$ cat src/rtl/if_stage_pkg.sv
// Shared definitions for the instruction-fetch stage.
//   InitialPc / ZeroWord / NopInst : reset and idle values
//   InstBusWidth / InstAddrBusWidth : instruction and address bus widths
//   fetch_entry_t                   : one queued {pc, inst} pair
package if_stage_pkg;

  localparam int unsigned InstBusWidth     = 32;
  localparam int unsigned InstAddrBusWidth = 32;

  localparam logic [InstAddrBusWidth-1:0] InitialPc = 32'h0000_0000;
  localparam logic [InstAddrBusWidth-1:0] ZeroWord  = 32'h0000_0000;
  localparam logic [InstBusWidth-1:0]     NopInst   = 32'h0000_0000;

  typedef struct packed {
    logic [InstAddrBusWidth-1:0] pc;
    logic [InstBusWidth-1:0]     inst;
  } fetch_entry_t;

endpackage

$ cat src/rtl/if_fifo.sv
// In-order {pc, inst} queue for the fetch stage.
// Ports:
//   clk_i, rst_i  : clock, synchronous active-high reset
//   clear_i       : drop every entry (overrides trunc/push/pop)
//   trunc_i       : keep only the first keep_i entries, applied before push/pop
//   push_i        : append push_data_i at the tail
//   pop_i         : remove the head
//   head_o        : current head entry (registered storage)
//   count_o       : number of valid entries
module if_fifo
  import if_stage_pkg::*;
#(
  parameter int unsigned Depth = 2
) (
  input  logic                   clk_i,
  input  logic                   rst_i,
  input  logic                   clear_i,
  input  logic                   trunc_i,
  input  logic [$clog2(Depth):0] keep_i,
  input  logic                   push_i,
  input  fetch_entry_t           push_data_i,
  input  logic                   pop_i,
  output fetch_entry_t           head_o,
  output logic [$clog2(Depth):0] count_o
);

  localparam int unsigned PtrW = $clog2(Depth);

  fetch_entry_t    mem_q [Depth];
  logic [PtrW-1:0] rd_ptr_q, rd_ptr_d, wr_idx;
  logic [PtrW:0]   cnt_q, cnt_d, eff_cnt;

  always_comb begin
    eff_cnt = cnt_q;
    if (trunc_i && (keep_i < cnt_q)) eff_cnt = keep_i;
    // Tail slot follows the (possibly truncated) contents; wraps onto the
    // head slot when full, which is safe because the head is popped this cycle.
    wr_idx   = rd_ptr_q + eff_cnt[PtrW-1:0];
    rd_ptr_d = rd_ptr_q;
    cnt_d    = eff_cnt;
    if (clear_i) begin
      rd_ptr_d = '0;
      cnt_d    = '0;
    end else begin
      if (pop_i) begin
        rd_ptr_d = rd_ptr_q + PtrW'(1);
        cnt_d    = cnt_d - (PtrW+1)'(1);
      end
      if (push_i) cnt_d = cnt_d + (PtrW+1)'(1);
    end
  end

  always_ff @(posedge clk_i) begin
    if (rst_i) begin
      rd_ptr_q <= '0;
      cnt_q    <= '0;
    end else begin
      rd_ptr_q <= rd_ptr_d;
      cnt_q    <= cnt_d;
    end
  end

  always_ff @(posedge clk_i) begin
    if (!rst_i && !clear_i && push_i) mem_q[wr_idx] <= push_data_i;
  end

  assign head_o  = mem_q[rd_ptr_q];
  assign count_o = cnt_q;

endmodule

$ cat src/rtl/if_stage.sv
// Instruction-fetch stage: PC generation, synchronous imem request, in-order
// {pc, inst} queue towards decode, branch redirect and controller flush.
// Build option: IF_DELAY_SLOT_EN selects MIPS delay-slot redirect semantics;
// without it a taken branch discards everything younger and fetches the target.
// Ports:
//   clk, rst                     : clock, synchronous active-high reset
//   imem_ce_o / imem_addr_o      : fetch request and word address
//   imem_rdata_i                 : instruction, one cycle after the request
//   id_valid_o/id_pc_o/id_inst_o : presented instruction (zeroed when invalid)
//   id_ready_i                   : decode accepts the presented instruction
//   branch_flag_i / branch_target_address_i : taken branch on the popped entry
//   flush_i / flush_pc_i         : full restart from flush_pc_i
module if_stage
  import if_stage_pkg::*;
#(
  parameter logic [31:0] RESET_PC = InitialPc,
  parameter int unsigned QDEPTH   = 2
) (
  input  logic        clk,
  input  logic        rst,
  output logic        imem_ce_o,
  output logic [31:0] imem_addr_o,
  input  logic [31:0] imem_rdata_i,
  output logic        id_valid_o,
  output logic [31:0] id_pc_o,
  output logic [31:0] id_inst_o,
  input  logic        id_ready_i,
  input  logic        branch_flag_i,
  input  logic [31:0] branch_target_address_i,
  input  logic        flush_i,
  input  logic [31:0] flush_pc_i
);

  localparam int unsigned CntW = $clog2(QDEPTH) + 1;

  logic [31:0]     fpc_q, fpc_d;
  logic            inflight_q, inflight_d;
  logic [31:0]     inflight_pc_q, inflight_pc_d;
  logic            kill_q, kill_d;
  logic            pend_q, pend_d;
  logic [31:0]     pend_target_q, pend_target_d;

  logic [CntW-1:0] count;
  logic [CntW:0]   occ;
  fetch_entry_t    head, push_data;
  logic            issue, pop, live_ret, push, clear, trunc, branch_take;
  logic [CntW-1:0] keep;

  if_fifo #(
    .Depth(QDEPTH)
  ) u_fifo (
    .clk_i      (clk),
    .rst_i      (rst),
    .clear_i    (clear),
    .trunc_i    (trunc),
    .keep_i     (keep),
    .push_i     (push),
    .push_data_i(push_data),
    .pop_i      (pop),
    .head_o     (head),
    .count_o    (count)
  );

  assign id_valid_o  = (count != '0);
  assign id_pc_o     = id_valid_o ? head.pc : ZeroWord;
  assign id_inst_o   = id_valid_o ? head.inst : NopInst;
  assign pop         = id_valid_o && id_ready_i;
  assign branch_take = pop && branch_flag_i && !flush_i;

  // Killed in-flight words still occupy a slot, which keeps the bound simple.
  assign occ       = (CntW+1)'(count) + (CntW+1)'(inflight_q) - (CntW+1)'(pop);
  assign issue     = !rst && (occ < (CntW+1)'(QDEPTH));
  assign imem_ce_o = issue;
  assign imem_addr_o = fpc_q;

  assign live_ret       = inflight_q && !kill_q;
  assign push_data.pc   = inflight_pc_q;
  assign push_data.inst = imem_rdata_i;

  always_comb begin
    fpc_d         = fpc_q;
    pend_d        = pend_q;
    pend_target_d = pend_target_q;
    inflight_d    = issue;
    inflight_pc_d = fpc_q;
    kill_d        = 1'b0;
    push          = live_ret;
    clear         = 1'b0;
    trunc         = 1'b0;
    keep          = '0;

    if (issue) begin
      if (pend_q) begin
        fpc_d  = pend_target_q;
        pend_d = 1'b0;
      end else begin
        fpc_d = fpc_q + 32'd4;
      end
    end

    if (flush_i) begin
      clear  = 1'b1;
      push   = 1'b0;
      kill_d = 1'b1;
      fpc_d  = flush_pc_i;
      pend_d = 1'b0;
    end else if (branch_take) begin
`ifdef IF_DELAY_SLOT_EN
      pend_d = 1'b0;
      if (count > CntW'(1)) begin
        // Slot is queued behind the branch: keep branch + slot only.
        trunc  = 1'b1;
        keep   = CntW'(2);
        push   = 1'b0;
        kill_d = 1'b1;
        fpc_d  = branch_target_address_i;
      end else if (live_ret) begin
        // Slot is returning now and gets pushed; anything issued now is younger.
        kill_d = 1'b1;
        fpc_d  = branch_target_address_i;
      end else if (issue) begin
        // The word issued this cycle is the slot itself.
        fpc_d = branch_target_address_i;
      end else begin
        fpc_d         = head.pc + 32'd4;
        pend_d        = 1'b1;
        pend_target_d = branch_target_address_i;
      end
`else
      clear  = 1'b1;
      push   = 1'b0;
      kill_d = 1'b1;
      fpc_d  = branch_target_address_i;
      pend_d = 1'b0;
`endif
    end
  end

  always_ff @(posedge clk) begin
    if (rst) begin
      fpc_q         <= RESET_PC;
      inflight_q    <= 1'b0;
      inflight_pc_q <= ZeroWord;
      kill_q        <= 1'b0;
      pend_q        <= 1'b0;
      pend_target_q <= ZeroWord;
    end else begin
      fpc_q         <= fpc_d;
      inflight_q    <= inflight_d;
      inflight_pc_q <= inflight_pc_d;
      kill_q        <= kill_d;
      pend_q        <= pend_d;
      pend_target_q <= pend_target_d;
    end
  end

endmodule

$ cat config.mk
export PLATFORM = sky130hd
export DESIGN_NAME = if_stage
export DESIGN_NICKNAME = d
export VERILOG_FILES = /design/src/rtl/if_stage_pkg.sv /design/src/rtl/if_fifo.sv /design/src/rtl/if_stage.sv
export SDC_FILE = /design/constraint.sdc
export NUM_CORES = 1
export LEC_CHECK = 0
export BUFFER_PORTS_ARGS = -buffer_cell sky130_fd_sc_hd__buf_2
export CAP_MARGIN = 0
export CORE_UTILIZATION = 24
export DETAILED_ROUTE_END_ITERATION = 12
export PLACE_DENSITY_LB_ADDON = 0.15
export SYNTH_ARGS = -nofsm -noshare
export SYNTH_HDL_FRONTEND = slang
export SYNTH_HIERARCHICAL = 1
export SYNTH_SLANG_ARGS = --single-unit
$ cat constraint.sdc
create_clock -name clk -period 10.5 [get_ports clk]
set_input_delay 2.1 -clock clk [delete_from_list [all_inputs] [get_ports clk]]
set_output_delay 2.1 -clock clk [all_outputs]
set_load 0.02 [all_outputs]
== Word level (Yosys, flattened, before mapping) ==
Memory sizes are Yosys's and may differ from the RTL's. A register that Yosys moved wholly into a read port is not among the register bits.
Cells that the tools add are included.
W data, S select, Z words.

* Register bits: 69
* Bits in writable memories: 128
* Input port bits: 101
* Output and inout bits: 98
* Word-level logic and storage cells: 45
* Memories: 1

* Add/subtract/negate cells: 7
* Magnitude comparators: 1
* Muxes and demuxes: 16
* Reductions and logical operators: 14

{| class="wikitable"
|+ Memories
! memory !! words !! width !! rd ports !! clocked after memory_dff !! wr ports !! RTL line !! text
|-
| u_fifo.mem_q || 2 || 64 || 1 || 1 || 1 || if_fifo.sv:29 || <nowiki>fetch_entry_t mem_q [Depth];</nowiki>
|}

{| class="wikitable"
|+ Operators by type and width
! cell !! count
|-
| $mux W32 || 5
|-
| $add A32 B3 Y32 const B || 1
|-
| $mux W1 || 8
|-
| $logic_and A1 B1 Y1 || 7
|-
| $mux W2 || 3
|-
| $logic_not A1 Y1 || 4
|-
| $add A2 B1 Y3 || 1
|-
| $lt A3 B2 Y1 const B || 1
|-
| $reduce_bool A3 Y1 || 1
|-
| $sub A3 B1 Y3 || 1
|-
| $add A2 B1 Y2 const B || 1
|-
| $reduce_bool A2 Y1 || 1
|-
| $reduce_or A2 Y1 || 1
|-
| $sub A2 B1 Y2 const B || 1
|-
| $add A1 B1 Y1 || 1
|-
| $add A1 B1 Y1 const B || 1
|}

== Longest topological paths before layout ==
* Depth after elaboration: 11
* Gate-level depth with buffers: 14

== By module ==
The synthesis kept the hierarchy.

{| class="wikitable"
|+ By module, submodules not included
! module !! times used !! cells each !! area an instance (µm²) !! seq. area each (µm²)
|-
| if_fifo || 1 || 232 || 4,897.2 || 3,923.8
|-
| if_stage || 1 || 491 || 3,803.6 || 1,321.3
|}

== Least setup slack after synthesis ==
OpenSTA, ideal clock, no wires.

* Path kind: input port to flip-flop
* Start: in flush_i
* End: mem u_fifo/mem_q[1][0] (netlist name) (enable)
* Data arrival time: 5,896 ps
* Data required time: 10,014 ps
* Slack: 4,118 ps
* Cell stages on the path: 6
* Buffers on the path: 1
* Cell sequence: clkbuf_1 -> nor2_2 -> clkinv_1 -> nor3b_1 -> nand2_1 -> nor2_1

* Cells in the longest elaborated chain, start to end: 9

{| class="wikitable"
|+ Ends and longest elaborated chain
! what !! RTL line !! text
|-
| start: declaration || if_stage.sv:30 || <nowiki>input logic flush_i,</nowiki>
|-
| $logic_not A1 Y1 || if_stage.sv:68 || <nowiki>assign branch_take = pop && branch_flag_i && !flush_i;</nowiki>
|-
| $logic_and A1 B1 Y1 || if_stage.sv:68 ||
|-
| $mux W1 || if_stage.sv:107 || <nowiki>end else if (branch_take) begin</nowiki>
|-
| $mux W1 * || if_stage.sv:101 || <nowiki>if (flush_i) begin</nowiki>
|-
| net clear || if_stage.sv:46 || <nowiki>logic issue, pop, live_ret, push, clear, trunc, branch_take;</nowiki>
|-
| $logic_not A1 Y1 * || if_fifo.sv:64 || <nowiki>if (!rst_i && !clear_i && push_i) mem_q[wr_idx] <= push_data_i;</nowiki>
|-
| $logic_and A1 B1 Y1 * (2 in a row) || if_fifo.sv:64 ||
|-
| $mux W1 * || if_fifo.sv:64 ||
|-
| $mux W1 (not written as such) * || if_fifo.sv:64 ||
|-
| end: declaration || if_fifo.sv:29 ||
|}

The timed path passes the listed nets; every way through them passes the cells marked *.

== Worst setup path after layout ==
* Start: in id_ready_i
* End: out imem_ce_o

* Cells in the longest elaborated chain, start to end: 4

{| class="wikitable"
|+ Ends and longest elaborated chain
! what !! RTL line !! text
|-
| start: declaration || if_stage.sv:27 || <nowiki>input logic id_ready_i,</nowiki>
|-
| $logic_and A1 B1 Y1 || if_stage.sv:67 || <nowiki>assign pop = id_valid_o && id_ready_i;</nowiki>
|-
| net pop || if_stage.sv:46 ||
|-
| $sub A3 B1 Y3 || if_stage.sv:71 || <nowiki>assign occ = (CntW+1)'(count) + (CntW+1)'(inflight_q) - (CntW+1)'(pop);</nowiki>
|-
| $lt A3 B2 Y1 || if_stage.sv:72 || <nowiki>assign issue = !rst && (occ < (CntW+1)'(QDEPTH));</nowiki>
|-
| $logic_and A1 B1 Y1 || if_stage.sv:72 ||
|-
| end: declaration || if_stage.sv:21 || <nowiki>output logic imem_ce_o,</nowiki>
|}

The timed path passes the listed nets, and every way through them passes these cells.

==> metrics <==
total number of vias slightly above 6000; clk buf depth 2; # setup viols final 0; post-CTS resize count 0; Antenna Nets Post-Route 0; crit-path max FO 11; Post-Route Setup TNS 0 ns; drt pass-1 iters 9; Clock transition at path regs approximately 0.070 ns; clk sinks 198; Slew Viols, Final 0; status complete, but fails checks; CTS tree built; RePlAce Congestion 0.7710; worst slew pin tran 1.023 ns; CP Capture Type output pin; count leader, synth edfxtp_1; Slew headroom 31.78%; Die Ht 192.4 um; initial antenna violation count 0; largest net degree at the start of global routing 69; fmax around 150 MHz; Worst Path Arrival 4.37 ns; placed cell count ~1400; Final Hold Viols 0; DR WL/cell 18.57 um; die extent in x 192.4 um; number of antenna repair diodes 0; setup bufs post-CTS 0; drt drc 22; Starting Density 24.40%; RSZ-0062 raised after global routing false; Synth Instances just over 700; Crit Reg-Reg Endpoint u_fifo/mem_q[1][51]; Total Power around 1.9 mW; Cell Area, Placed ~10000 sq um; dpl ws 4.049 ns; Max-Cap Viols 0; Leakage Power around 4.1 nW; final instance area 10880 sq um; hpwl dp roughly 17 mm; Final WS setup between 4 and 5 ns; worst vdd ir 0.1170 mV; Non-Filler Instances 1388; clk_skew 0.01735 ns; row cnt 69; # IOs 199; CP Launch Point id_ready_i; top-area cell type share of the netlist area between 40% and 50%; Core ar. 35660 sq um; via/cell ratio 4.457; Main synth FF type edfxtp_1; Root Driver clkbuf_16; reg2reg start u_fifo/count_o[1]; die area 37020 sq um; Skew-Pair Late Insertion Delay 0.44 ns; Final Cycle Share 61.63%; fillcell total 3677; cts hold-fix bufs 0; ys async rst share 0%; Syn. warnings 6; failing checks design-rule violations; Power Density approximately 170 nW/um^2; nets 1019; initial DRC count 320; layout cells sized above 1 34.30%; Seq/Total Area, Yosys 60.28%; crit path time final 6.471 ns; #FFs+latches synth 198; # port buffers 198; top cells by area, synth edfxtp_1 44%, dfxtp_1 16%, mux2_2 8.3%, and2_1 4.9%, nor2b_1 1.9%; logic depth of the worst register-to-register path 8; Setup CP Type input pin to output pin; area grow syn2layout 24.99%; first-pass GRT wire length 37.78 mm; Startpoint Class input pin; top post-synthesis cells by count 128 x edfxtp_1, 70 x dfxtp_1, 68 x and2_1; total gr overflow 0; vias in the first global route 5800; TritonCTS buffer count 17; syn_area_per_cell 12.03 sq um; Post-synth EDFFs 128; CP endpoint imem_ce_o; Yosys top cell by area edfxtp_1; final wirelength 25.77 mm; flop2flop setup slack between 6 and 7 ns; Synth cell types 66; GRT Total Usage 14.06%; Hold Crit Class register to register; worst path required time 8.40 ns; depth of the CTS H-tree 4; Mapped Area a little under 9000 sq um
-- kinds of logic (layout without fill, tap and decap cells) --
kind of cell / Yosys count / after routing / synth area share [%]
AO/OA/AOI/OAI: 128 / 128 / 10.37
XOR/XNOR: 8 / 8 / 0.8053
adder cells (fa/ha/maj): 4 / 4 / 0.6615
buffers and inverters: 63 / 260 / 2.861
flip-flops: 198 / 198 / 60.28
multiplexers: 75 / 75 / 9.548
other: 1 / 8 / 0.04310
AND/OR/NAND/NOR: 246 / 246 / 15.43
-- worst max-delay path: stages --
cell and delay (ns):
buf_2 0.11, and2_1 0.18, ha_1 0.27, nand2b_1 0.15
fa_1 0.47, nor2b_1 0.29, nand2_1 0.42, inv_1 0.17
buf_2 0.18
-- cells in the final DEF, fill, tap and decap left out, types with 4 or more instances in the layout --
master     synthesis  final
inv_1             18     18
conb_1             1      8
a31oi_1           12     12
mux2i_1           11     11
nor4_1             6      6
buf_2              9    198
nand2_1           41     41
nand3_1           16     16
nor2b_1           26     26
a21o_1             4      4
buf_4              0     11
a211o_1            4      4
mux2_2            64     64
nor2_1            36     35
nand4_1            9      9
clkbuf_16          0     17
o211ai_1           4      4
and2_1            68     68
edfxtp_1         128    128
a221oi_1           6      6
and3_1             8      7
o21ai_0           26     26
xnor2_1            5      5
bufinv_16          0      6
and4_1             4      4
dfxtp_1           70     69
a211oi_1          10     10
a21oi_1           25     25
nor3_1            15     15
-- layer usage --
| metal | vias to the layer above | track usage, % | routed length, um |
|---|---|---|---|
| li1 | 3036 | - | - |
| met1 | 2937 | 19.37 | 11840 |
| met2 | 202 | 22.40 | 12100 |
| met3 | 12 | 2.946 | 1577 |
| met4 | 0 | 3.271 | 258 |
| met5 | - | 0 | 0 |
-- power breakdown --
| group | switching, mW | internal (mW) | leakage [nW] |
|---|---|---|---|
| registers | 0.0259 | 0.853 | 1.73 |
| logic | 0.152 | 0.0885 | 2.09 |
| clock network | 0.293 | 0.446 | 0.315 |
| total | 0.471 | 1.39 | 4.13 |
-- cell type report --
cell class	count	area, sq um	share of cell area (%)
Clock buffer	18	429.2	3.946
Clock inverter	14	230.2	2.117
Inverter	19	71.32	0.6558
Multi-Input combinational cell	469	3246	29.84
Sequential cell	198	5249	48.26
Tap cell	461	576.8	5.304
Timing Repair Buffer	209	1074	9.871
-- state kept, by name, summed over array words and instances (netlist names), named ones only --
name             flops
inflight_q           1
inflight_pc_q       32
kill_q               1
u_fifo/count_o       2
imem_addr_o         32
u_fifo/mem_q       128
u_fifo/rd_ptr_q      1
-- how the worst min path moves through the flow --
stage / from / to / slack, ns / depth (start not counted)
6_report: inflight_pc_q[0] / u_fifo/mem_q[1][32] / 0.43 / 0
5_1_grt: inflight_pc_q[10] / u_fifo/mem_q[0][42] / 0.44 / 0
4_1_cts: inflight_pc_q[10] / u_fifo/mem_q[1][42] / 0.43 / 0
3_3_place_gp: inflight_pc_q[21] / u_fifo/mem_q[0][53] / 0.41 / 0
3_5_place_dp: inflight_pc_q[0] / u_fifo/mem_q[1][32] / 0.41 / 0
2_1_floorplan: inflight_pc_q[0] / u_fifo/mem_q[0][32] / 0.40 / 0
-- per-stage QoR --
stage / utilization [%] / hold slack, ns
after detailed placement: 28.65 / 0.4110
final: 30.50 / 0.4277
after global routing: 30.50 / 0.4353
after CTS: 30.50 / 0.4266
after floorplan: - / 0.4037
after global placement: 28.65 / 0.4083
Note: power is estimated with default switching activity, not from simulation.
